<file path="src/rtl/elevator_pkg.sv">
// Shared constants, state type and call-mask helpers for the elevator call scheduler.
package elevator_pkg;

    localparam int unsigned NUM_LAMPS = 7;

    localparam logic [1:0] FLOOR_NONE = 2'b00;
    localparam logic [1:0] FLOOR_1    = 2'b01;
    localparam logic [1:0] FLOOR_2    = 2'b10;
    localparam logic [1:0] FLOOR_3    = 2'b11;

    localparam logic [1:0] DIR_NONE = 2'b00;
    localparam logic [1:0] DIR_UP   = 2'b01;
    localparam logic [1:0] DIR_DOWN = 2'b10;

    localparam int unsigned LAMP_U1 = 0;
    localparam int unsigned LAMP_U2 = 1;
    localparam int unsigned LAMP_D2 = 2;
    localparam int unsigned LAMP_D3 = 3;
    localparam int unsigned LAMP_F1 = 4;
    localparam int unsigned LAMP_F2 = 5;
    localparam int unsigned LAMP_F3 = 6;

    typedef enum logic [1:0] {IDLE, SELECT, ISSUE, SERVE} sched_state_t;

    // One bit per floor ({3,2,1}) set when any call is pending there.
    function automatic logic [2:0] floor_hits(input logic [NUM_LAMPS-1:0] lamps);
        floor_hits = {lamps[LAMP_D3] | lamps[LAMP_F3],
                      lamps[LAMP_U2] | lamps[LAMP_D2] | lamps[LAMP_F2],
                      lamps[LAMP_U1] | lamps[LAMP_F1]};
    endfunction

    // Every lamp bit belonging to floor k.
    function automatic logic [NUM_LAMPS-1:0] floor_mask(input logic [1:0] k);
        logic [NUM_LAMPS-1:0] m;
        m = '0;
        case (k)
            FLOOR_1: begin m[LAMP_U1] = 1'b1; m[LAMP_F1] = 1'b1; end
            FLOOR_2: begin m[LAMP_U2] = 1'b1; m[LAMP_D2] = 1'b1; m[LAMP_F2] = 1'b1; end
            FLOOR_3: begin m[LAMP_D3] = 1'b1; m[LAMP_F3] = 1'b1; end
            default: m = '0;
        endcase
        return m;
    endfunction

    // Calls served by a stop at floor k while sweeping in the given direction.
    function automatic logic [NUM_LAMPS-1:0] clear_mask(input logic [1:0] k,
                                                        input logic sweep_up,
                                                        input logic [NUM_LAMPS-1:0] lamps);
        logic [NUM_LAMPS-1:0] m;
        logic [2:0]           hits;
        logic                 beyond;
        m      = '0;
        hits   = floor_hits(lamps);
        beyond = sweep_up ? hits[2] : hits[0];
        case (k)
            FLOOR_1: begin m[LAMP_F1] = 1'b1; m[LAMP_U1] = 1'b1; end
            FLOOR_2: begin
                m[LAMP_F2] = 1'b1;
                if (sweep_up || !beyond) m[LAMP_U2] = 1'b1;
                if (!sweep_up || !beyond) m[LAMP_D2] = 1'b1;
            end
            FLOOR_3: begin m[LAMP_F3] = 1'b1; m[LAMP_D3] = 1'b1; end
            default: m = '0;
        endcase
        return m;
    endfunction

endpackage

</file>
<file path="src/rtl/elevator_btn_debounce.sv">
// Single-button debouncer: pulses once after DEBOUNCE_CYCLES consecutive high samples,
// then stays disarmed until the button is released.
module elevator_btn_debounce #(
    parameter int unsigned DEBOUNCE_CYCLES = 2
) (
    input  logic clk,
    input  logic rst,
    input  logic i_btn,
    output logic o_press_c
);

    localparam int unsigned CNT_W = 4;

    if (DEBOUNCE_CYCLES < 1 || DEBOUNCE_CYCLES > 15) begin : g_bad_debounce
        $error("DEBOUNCE_CYCLES out of range 1..15");
    end

    logic [CNT_W-1:0] r_cnt;
    logic             r_armed;

    assign o_press_c = i_btn && r_armed && (r_cnt == CNT_W'(DEBOUNCE_CYCLES - 1));

    // Count consecutive high cycles; re-arm only once the button is released.
    always_ff @(posedge clk or posedge rst) begin
        if (rst) begin
            r_cnt   <= '0;
            r_armed <= 1'b1;
        end else if (!i_btn) begin
            r_cnt   <= '0;
            r_armed <= 1'b1;
        end else if (o_press_c) begin
            r_cnt   <= '0;
            r_armed <= 1'b0;
        end else if (r_armed) begin
            r_cnt <= r_cnt + CNT_W'(1);
        end
    end

endmodule

</file>
<file path="src/rtl/elevator_call_scheduler.sv">
// Collective up/down call scheduler feeding targets to the elevator controller.
// Optional idle homing to floor 1 is enabled with the ELEV_HOMING_EN macro.
module elevator_call_scheduler
    import elevator_pkg::*;
#(
    parameter int unsigned DEBOUNCE_CYCLES  = 2,
    parameter int unsigned IDLE_HOME_CYCLES = 64
) (
    input  logic       clk,
    input  logic       rst,
    input  logic       u1,
    input  logic       u2,
    input  logic       d2,
    input  logic       d3,
    input  logic       f1,
    input  logic       f2,
    input  logic       f3,
    input  logic [1:0] fs,
    input  logic       door,
    input  logic       tgt_ack,
    output logic [1:0] tgt_floor,
    output logic [1:0] tgt_dir,
    output logic       tgt_valid,
    output logic [6:0] lamps
);

    if (IDLE_HOME_CYCLES < 1 || IDLE_HOME_CYCLES > 255) begin : g_bad_home
        $error("IDLE_HOME_CYCLES out of range 1..255");
    end

    sched_state_t         r_state;
    logic [NUM_LAMPS-1:0] r_lamps;
    logic [1:0]           r_cur_floor;
    logic                 r_sweep_up;
    logic                 r_door_q;
    logic [1:0]           r_tgt_floor;
    logic [1:0]           r_tgt_dir;
    logic                 r_tgt_valid;

    logic [NUM_LAMPS-1:0] w_btn;
    logic [NUM_LAMPS-1:0] w_press;
    logic [NUM_LAMPS-1:0] w_clr;
    logic [NUM_LAMPS-1:0] w_lamps_nxt;
    logic [2:0]           w_hits;
    logic [1:0]           w_up_floor;
    logic [1:0]           w_dn_floor;
    logic [1:0]           w_sel_floor;
    logic [1:0]           w_sel_dir;
    logic                 w_sel_sweep_up;
    logic                 w_sel_local;
    logic                 w_arrive;
    logic                 w_homing_act;

    assign w_btn    = {f3, f2, f1, d3, d2, u2, u1};
    assign w_hits   = floor_hits(r_lamps);
    assign w_arrive = r_door_q && !door && (fs != FLOOR_NONE);

    for (genvar g = 0; g < NUM_LAMPS; g++) begin : g_btn
        elevator_btn_debounce #(.DEBOUNCE_CYCLES(DEBOUNCE_CYCLES)) u_btn (
            .clk       (clk),
            .rst       (rst),
            .i_btn     (w_btn[g]),
            .o_press_c (w_press[g])
        );
    end

`ifdef ELEV_HOMING_EN
    localparam int unsigned HOME_W = 8;
    logic [HOME_W-1:0] r_idle_cnt;
    logic              r_homing;
    assign w_homing_act = r_homing;
`else
    assign w_homing_act = 1'b0;
`endif

    // Nearest pending floor above and below the car, then sweep choice.
    always_comb begin
        w_up_floor     = FLOOR_NONE;
        w_dn_floor     = FLOOR_NONE;
        w_sel_floor    = r_cur_floor;
        w_sel_dir      = DIR_NONE;
        w_sel_sweep_up = r_sweep_up;
        w_sel_local    = 1'b0;
        case (r_cur_floor)
            FLOOR_1: begin
                if (w_hits[1])      w_up_floor = FLOOR_2;
                else if (w_hits[2]) w_up_floor = FLOOR_3;
            end
            FLOOR_2: begin
                if (w_hits[2]) w_up_floor = FLOOR_3;
                if (w_hits[0]) w_dn_floor = FLOOR_1;
            end
            FLOOR_3: begin
                if (w_hits[1])      w_dn_floor = FLOOR_2;
                else if (w_hits[0]) w_dn_floor = FLOOR_1;
            end
            default: ;
        endcase
        if (r_sweep_up && w_up_floor != FLOOR_NONE) begin
            w_sel_floor = w_up_floor;
            w_sel_dir   = DIR_UP;
        end else if (!r_sweep_up && w_dn_floor != FLOOR_NONE) begin
            w_sel_floor = w_dn_floor;
            w_sel_dir   = DIR_DOWN;
        end else if (r_sweep_up && w_dn_floor != FLOOR_NONE) begin
            w_sel_floor    = w_dn_floor;
            w_sel_dir      = DIR_DOWN;
            w_sel_sweep_up = 1'b0;
        end else if (!r_sweep_up && w_up_floor != FLOOR_NONE) begin
            w_sel_floor    = w_up_floor;
            w_sel_dir      = DIR_UP;
            w_sel_sweep_up = 1'b1;
        end else begin
            w_sel_local = 1'b1;
        end
    end

    // Lamp clearing for local-only calls at an open door and for arrivals; clear beats latch.
    always_comb begin
        w_clr = '0;
        if (r_state == SELECT && w_sel_local && !door)
            w_clr = floor_mask(r_cur_floor);
        else if (r_state == SERVE && w_arrive && !w_homing_act)
            w_clr = clear_mask(fs, r_sweep_up, r_lamps);
        w_lamps_nxt = (r_lamps | w_press) & ~w_clr;
    end

    // Scheduler FSM with registered target handshake and call lamps.
    always_ff @(posedge clk or posedge rst) begin
        if (rst) begin
            r_state     <= IDLE;
            r_lamps     <= '0;
            r_cur_floor <= FLOOR_1;
            r_sweep_up  <= 1'b1;
            r_door_q    <= 1'b0;
            r_tgt_floor <= FLOOR_1;
            r_tgt_dir   <= DIR_NONE;
            r_tgt_valid <= 1'b0;
`ifdef ELEV_HOMING_EN
            r_idle_cnt  <= '0;
            r_homing    <= 1'b0;
`endif
        end else begin
            r_door_q <= door;
            r_lamps  <= w_lamps_nxt;
            if (fs != FLOOR_NONE) r_cur_floor <= fs;
`ifdef ELEV_HOMING_EN
            r_idle_cnt <= '0;
`endif
            case (r_state)
                IDLE: begin
                    if (r_lamps != '0) begin
                        r_state <= SELECT;
`ifdef ELEV_HOMING_EN
                    end else if (w_press != '0) begin
                        r_idle_cnt <= '0;
                    end else if (r_idle_cnt == HOME_W'(IDLE_HOME_CYCLES - 1)) begin
                        if (r_cur_floor != FLOOR_1) begin
                            r_homing    <= 1'b1;
                            r_tgt_floor <= FLOOR_1;
                            r_tgt_dir   <= DIR_DOWN;
                            r_tgt_valid <= 1'b1;
                            r_state     <= ISSUE;
                        end
                    end else begin
                        r_idle_cnt <= r_idle_cnt + HOME_W'(1);
`endif
                    end
                end
                SELECT: begin
                    if (w_sel_local && !door) begin
                        r_state <= IDLE;
                    end else begin
                        r_tgt_floor <= w_sel_floor;
                        r_tgt_dir   <= w_sel_dir;
                        r_sweep_up  <= w_sel_sweep_up;
                        r_tgt_valid <= 1'b1;
                        r_state     <= ISSUE;
                    end
                end
                ISSUE: begin
                    if (tgt_ack) begin
                        r_tgt_valid <= 1'b0;
                        r_state     <= SERVE;
                    end
                end
                SERVE: begin
                    if (w_arrive) begin
`ifdef ELEV_HOMING_EN
                        r_homing <= 1'b0;
`endif
                        r_state <= (w_lamps_nxt != '0) ? SELECT : IDLE;
                    end
                end
                default: r_state <= IDLE;
            endcase
        end
    end

    assign tgt_floor = r_tgt_floor;
    assign tgt_dir   = r_tgt_dir;
    assign tgt_valid = r_tgt_valid;
    assign lamps     = r_lamps;

endmodule

</file>
<file path="config.mk">
export PLATFORM = sky130hd
export DESIGN_NAME = elevator_call_scheduler
export DESIGN_NICKNAME = d
export VERILOG_FILES = /design/src/rtl/elevator_pkg.sv /design/src/rtl/elevator_btn_debounce.sv /design/src/rtl/elevator_call_scheduler.sv
export SDC_FILE = /design/constraint.sdc
export NUM_CORES = 1
export LEC_CHECK = 0
export ABC_AREA = 1
export CAP_MARGIN = 20
export CORE_MARGIN = 4
export CORE_UTILIZATION = 62
export CTS_CLUSTER_SIZE = 16
export DETAILED_ROUTE_END_ITERATION = 10
export PLACE_DENSITY = 0.85
export SYNTH_ARGS = -nofsm -noshare
export SYNTH_HDL_FRONTEND = slang
export SYNTH_SLANG_ARGS = --single-unit
</file>
<file path="constraint.sdc">
create_clock -name clk -period 4.1 [get_ports clk]
set_clock_uncertainty 0.15 [all_clocks]
set_input_delay 1.025 -clock clk [delete_from_list [all_inputs] [get_ports clk]]
set_output_delay 1.025 -clock clk [all_outputs]
set_load 0.02 [all_outputs]
</file>
==> results of run 1 <==
==> sequential cells by signal (all words and copies together), names as in the netlist, named ones only <==
name	count
g_btn.u_btn.r_armed	7
lamps	7
tgt_floor	2
r_state	1
tgt_dir	2
r_cur_floor	2
tgt_valid	1
r_sweep_up	1
r_door_q	1
g_btn.u_btn.r_cnt	28
==> routing by layer <==
| layer | global-route usage (%) | up-vias | share of wire (%) | wire (µm) |
|---|---|---|---|---|
| met2 | 37.2 | 32 | 51 | 2760 |
| li1 | - | 1090 | - | - |
| met4 | 6.72 | 0 | 1.5 | 79 |
| met3 | 4.01 | 8 | 3.1 | 167 |
| met5 | 0 | - | 0 | 0 |
| met1 | 28.1 | 1015 | 44 | 2390 |
==> metrics by stage <==
stage	setup slack, ns	utilization (%)	power, µW
finish	1.50	74.2	1770
floorplan	1.66	-	1180
detailed placement	1.34	71.1	1410
global route	1.45	74.2	1900
global placement	1.41	71.1	1380
CTS	1.48	73.8	1790
==> synthesized netlist by cell type <==
library cell / n / share of area (%)
clkinv_2: 1 / 0.18
nand4_1: 6 / 1.4
inv_2: 1 / 0.14
nor2_2: 2 / 0.45
nor2_1: 21 / 2.8
xnor2_1: 6 / 1.9
dfstp_2: 10 / 9.5
inv_1: 62 / 8.4
o21ai_0: 12 / 2.2
o21ai_2: 1 / 0.32
dfrtp_1: 43 / 39
nor2_4: 1 / 0.41
nand3_1: 26 / 4.7
nand2_2: 4 / 0.90
mux2i_1: 1 / 0.36
a21oi_2: 1 / 0.32
a21oi_1: 4 / 0.72
xor2_1: 8 / 2.5
or2_2: 1 / 0.23
nor3_2: 1 / 0.36
nand2_1: 67 / 9.1
nor3_4: 1 / 0.59
o21ai_1: 1 / 0.18
ha_1: 17 / 7.7
o21bai_1: 1 / 0.27
a31oi_1: 1 / 0.23
nand3_2: 3 / 1.1
o22ai_1: 17 / 3.8
nor3_1: 2 / 0.36
==> how the worst min path moves through the flow <==
| stage | start | to | slack (ns) | depth (start not counted) |
|---|---|---|---|---|
| 5_1_grt | tgt_dir[1]$_DFFE_PP0P_ | tgt_dir[1]$_DFFE_PP0P_ | 0.39 | 2 |
| 4_1_cts | tgt_dir[1]$_DFFE_PP0P_ | tgt_dir[1]$_DFFE_PP0P_ | 0.35 | 2 |
| 2_1_floorplan | g_btn[1].u_btn.r_cnt[0]$_DFFE_PP0P_ | g_btn[1].u_btn.r_cnt[0]$_DFFE_PP0P_ | 0.34 | 1 |
| 3_3_place_gp | tgt_valid$_DFFE_PP0P_ | tgt_valid$_DFFE_PP0P_ | 0.32 | 2 |
| 3_5_place_dp | tgt_dir[1]$_DFFE_PP0P_ | tgt_dir[1]$_DFFE_PP0P_ | 0.33 | 2 |
| 6_report | tgt_valid$_DFFE_PP0P_ | tgt_valid$_DFFE_PP0P_ | 0.35 | 2 |
==> cell families after synthesis <==
kind of cell	count (synthesis)
XOR/XNOR	14
AND/OR/NAND/NOR	135
buffers and inverters	64
adder cells (fa/ha/maj)	17
multiplexers	1
flip-flops	53
AO/OA/AOI/OAI	38
==> placed cells by master (no fill, tap or decap), drive strengths merged, types with 7 or more instances in the layout <==
cell type      instances
clkdlybuf4s50         24
nor2                  24
o21ai                 14
nand2                 71
inv                   63
clkbuf                 7
o22ai                 17
ha                    17
dfstp                 10
nand3                 29
xor2                   8
dfrtp                 43
==> power breakdown <==
| group | switching [µW] | total, µW | internal (µW) |
|---|---|---|---|
| logic | 371 | 633 | 262 |
| clock network | 163 | 362 | 199 |
| registers | 116 | 778 | 661 |
==> area by class of cell <==
type                       count  area [µm²]  area share (%)
clock buffer                   7        86.3            2.69
clock inverter                 1        30.0           0.936
inverter                      64         241            7.52
multi-input combinational    205        1190            37.0
sequential                    53        1340            41.7
tap                           52        65.1            2.03
timing repair buffer          25         260            8.11
==> metrics, run 1 <==
status complete, no violations; final std cells w/o fill ~400; Worst EP required around 2.9 ns; WL final 5390 µm; Synth Area in Simple Gates approximately 22%; Placed Area just over 3000 µm²; RSZ-0062 raised after global routing no; core area roughly 4300 µm²; #FFs+latches synth 53; Worst VDD drop 0.309 mV; largest net degree at the start of global routing 54; H-tree lvl count 2; Least-Margin Pin Slew 0.400 ns; Final ANT Viol Nets 0; Die Wd 74.8 µm; Leak around 0.0016 µW; Final #Nets 384; Fin Setup TNS 0 ns; final instance area around 3200 µm²; PD cells about 550 nW/µm²; hold_buf cts 0; Mapped Avg Cell Area 8.60 µm²; Post-Synth XOR/XNOR Area 4.43%; first-pass GRT wire length between 9000 and 10000 µm; worst setup path start tgt_floor[0]$_DFFE_PP1P_; multiplexer area fraction after synthesis 0.362%; final hold violations 0; Setup crit end kind output pin; min Tclk post-route 2.60 ns; Setup crit start kind flip-flop; Overflow after GRT 0; Worst path depth 1; initial antenna violation count 0; IO buf count 24; Synth Area in Adders between 7 and 8%; Skew-Pair Late Insertion Delay 0.30 ns; flop-to-flop setup slack ~1.8 ns; IO Count 25; Bufs and invs on worst path 1; crit-path cells clkdlybuf4s50_1; Starting Density between 60% and 70%; r2r startpoint r_cur_floor[0]$_DFFE_PP1N_; fin crit share 63.5%; drc violations 0; critical path class reg -> out; slew margin rel. 73.2%; clock slew at reported path FFs around 0.09 ns; share of post-route cells with drive strength above 1 10.1%; Sink Count 53; CP max FO 2; yosys synthesis warning count 0; die area 5600 µm²; FF-to-FF End r_state[0]$_DFFE_PP0P_; n_diodes 0; Final setup viols 0; Seq/Total Area, Yosys 48.4%; worst-case reg-to-reg path depth 12; slowest cell delay on critical path about 0.59 ns; max-cap violations 0; Fmax 0.384 GHz; crit path max-delay cell type clkdlybuf4s50_1; Syn Inst Count 322; synthesis-to-finish area growth 16.0%; Detailed Place HPWL 4050 µm; CTS tree done; via count 2145; Critical Path Sink tgt_floor[0]; fillcell total 338; Iter 0 DRT Violations 143; Post-CTS Setup Bufs 0; compound-cell area share of the yosys netlist 8.05%; WP data arrival ~1.4 ns; Tot GR Track Use 21.7%; WHS 0.346 ns; syn_nets 352; HP Class reg -> reg; vias in the first global route 2124; # resized after CTS 0; clk buf depth 2; main combinational cell family by area after synthesis simple AND/OR/NAND/NOR gates; drt wl/cell around 13 µm; Die Ht 74.8 µm; gpl congestion a little over 0.9; First-pass DRT Iterations 4; row cnt 24; vias per cell 5.27; Post-Syn Area 2770 µm²; CP top delay family buffers and inverters; CTS root buf clkbuf_8; unique cell type count in the Yosys netlist 29; dpl cells between 300 and 400; TritonCTS buffer count 5; max-slew violations 0
Power figures use the tool's default switching activity.
==> inputs of run 2 (changes only) <==
Settings changed: CORE_UTILIZATION 62 to 57, PLACE_DENSITY 0.85 to 0.79.
Clock period 4.1 ns to 2.6 ns, I/O delays scaled along.
==> run 2 against run 1 <==
- utilization is 5.5 points lower
- routed wire length is 6.1% lower
- register-to-register slack worse by 1.5 ns
- largest cell class unchanged
- highest routed layer unchanged
==> metrics, run 2 (synthesis gave the netlist of run 1 again) <==
Gate power share 34.7% (-1.0 points); FF-to-FF End r_state[0]$_DFFE_PP0P_; switch share 35.5% (-1.2 points); Critical Path Sink r_state[0]$_DFFE_PP0P_; core area 4720 µm² (+9.2%); Post-CTS Setup Bufs 0 (unchanged); P_int 1840 µW (+64%); worst-case reg-to-reg path depth 12 (unchanged); gpl congestion 0.879 (-3.2%); dpl cells 414 (+4.0%); Starting Density 58.6% (-5.4 points); IO buf count 24 (unchanged); slowest cell delay on critical path 0.57 ns (-0.02 ns); CP max FO 4 (+2); final std cells w/o fill 422 (+3.7%); clk buf depth 2 (unchanged); slew margin rel. 73.0% (-0.22 points); HP Class reg -> reg; most common cell after layout, fill and taps aside nand2_1; Placed Area 3110 µm² (+1.3%); CTS tree done; Clk pwr share 22.5% (+2.1 points); initial antenna violation count 0 (unchanged); Tot GR Track Use 18.8% (-3.0 points); clock slew at reported path FFs 0.09 ns (about the same); WP data arrival 2.38 ns (+0.95 ns); drt wl/cell 12.0 µm (-9.5%); Fin Setup TNS 0 ns (unchanged); row cnt 25 (+4.2%); crit path max-delay cell type dfstp_2; Setup crit end kind flip-flop; Iter 0 DRT Violations 107 (-25%); Reg with most FFs g_btn.u_btn.r_cnt; drc violations 0 (unchanged); max-slew violations 0 (unchanged); crit-path cells inv_1 > ha_1 > o21ai_1 > nand2_2 > nor2_4 > nand3_1 > nand3_1 > nand2_1 > nor2_2 > nand2_1 > nand2_1 > nand2_1; max-cap violations 0 (unchanged); WHS 0.346 ns (+0.000274 ns); Setup crit start kind flip-flop; Least-Margin Pin Slew 0.404 ns (+0.00329 ns); Final setup viols 0 (unchanged); final instance area 3250 µm² (+1.1%); Final #Nets 384 (unchanged); Leak 0.00159 µW (+0.61%); H-tree lvl count 2 (unchanged); final hold violations 0 (unchanged); WL final 5060 µm (-6.1%); register area 1340 µm² (unchanged); commonest cells after routing, fill and taps aside nand2_1, inv_1, dfrtp_1; r2r startpoint r_cur_floor[0]$_DFFE_PP1N_; Sink Count 53 (unchanged); IO Count 25 (unchanged); Worst VDD drop 0.432 mV (+40%); Fmax 0.428 GHz; min Tclk post-route around 2.3 ns; worst setup path start r_cur_floor[0]$_DFFE_PP1N_; # resized after CTS 0 (unchanged); Multi-input gate area 1190 µm² (unchanged); Worst EP required 2.65 ns (-0.27 ns); share of post-route cells with drive strength above 1 10.4% (+0.28 points); Detailed Place HPWL 3800 µm (-6.1%); P_sw 1010 µW (+56%); hold_buf cts 0 (unchanged); status complete, no violations; first-pass GRT wire length 9150 µm (-1.8%); Overflow after GRT 0 (unchanged); die area 6030 µm² (+7.8%); First-pass DRT Iterations 4 (unchanged); flop-to-flop setup slack 0.26 ns (-1.51 ns); Skew-Pair Late Insertion Delay 0.30 ns (about the same); fillcell total 367 (+8.6%); RSZ-0062 raised after global routing no; critical path's most frequent cell nand2_1; synthesis-to-finish area growth 17.3%; largest net degree at the start of global routing 37 (-31%); CTS root buf clkbuf_8; Final ANT Viol Nets 0 (unchanged); n_diodes 0 (unchanged); PD cells 879 nW/µm² (+59%); sequential power share 42.8% (-1.1 points); via count 2099 (-2.1%); total chip power 2850 µW (+61%); max reg flops 28 (unchanged); Die Ht 77.7 µm (+3.8%); vias per cell 4.97 (-5.6%); TritonCTS buffer count 5 (unchanged); fin crit share 89.9%; Die Wd 77.7 µm (+3.8%); critical path class reg -> reg; vias in the first global route 2098 (-1.2%)
==> run 2: cell type report <==
class / count / share of cell area (%)
sequential: 53 / 41.2
clock inverter: 3 / 2.00
clock buffer: 5 / 2.12
multi-input combinational: 205 / 36.6
timing repair buffer: 25 / 8.02
tap: 67 / 2.58
inverter: 64 / 7.44
==> run 2: worst max-delay path, delay by kind of cell (launching register included) <==
family,cells,cell delay (ns)
AND/OR/NAND/NOR,9,0.91
flip-flops,1,0.57
AO/OA/AOI/OAI,1,0.29
adder cells (fa/ha/maj),1,0.26
buffers and inverters,1,0.07
==> run 2: per-stage QoR <==
stage / worst slack [ns] / util, %
floorplan: 0.530 / -
global placement: 0.278 / 65.9
detailed placement: 0.232 / 65.9
CTS: 0.300 / 68.7
global route: 0.114 / 68.7
finish: 0.264 / 68.7
==> run 2: metal layers <==
metal	global-route usage, %	wire (µm)	up-vias
li1	-	-	1085
met1	25.5	2370	975
met2	30.7	2480	34
met3	3.83	165	5
met4	4.80	45	0
met5	0	0	-
==> run 2: worst min path at each step <==
stage | startpoint | cells after the start | endpoint
after floorplan | g_btn[1].u_btn.r_cnt[0]$_DFFE_PP0P_ | 1 | g_btn[1].u_btn.r_cnt[0]$_DFFE_PP0P_
after global placement | tgt_valid$_DFFE_PP0P_ | 2 | tgt_valid$_DFFE_PP0P_
after detailed placement | tgt_dir[1]$_DFFE_PP0P_ | 2 | tgt_dir[1]$_DFFE_PP0P_
after CTS | tgt_dir[1]$_DFFE_PP0P_ | 2 | tgt_dir[1]$_DFFE_PP0P_
after global routing | tgt_valid$_DFFE_PP0P_ | 2 | tgt_valid$_DFFE_PP0P_
final | tgt_valid$_DFFE_PP0P_ | 2 | tgt_valid$_DFFE_PP0P_
==> run 2: power groups by stage <==
stage | Clock (µW) | Sequential (µW) | Combinational, µW
2_1_floorplan | 0 | 1310 | 551
3_3_place_gp | 0 | 1230 | 961
3_5_place_dp | 0 | 1230 | 986
4_1_cts | 657 | 1220 | 999
5_1_grt | 688 | 1250 | 1120
6_report | 641 | 1220 | 989
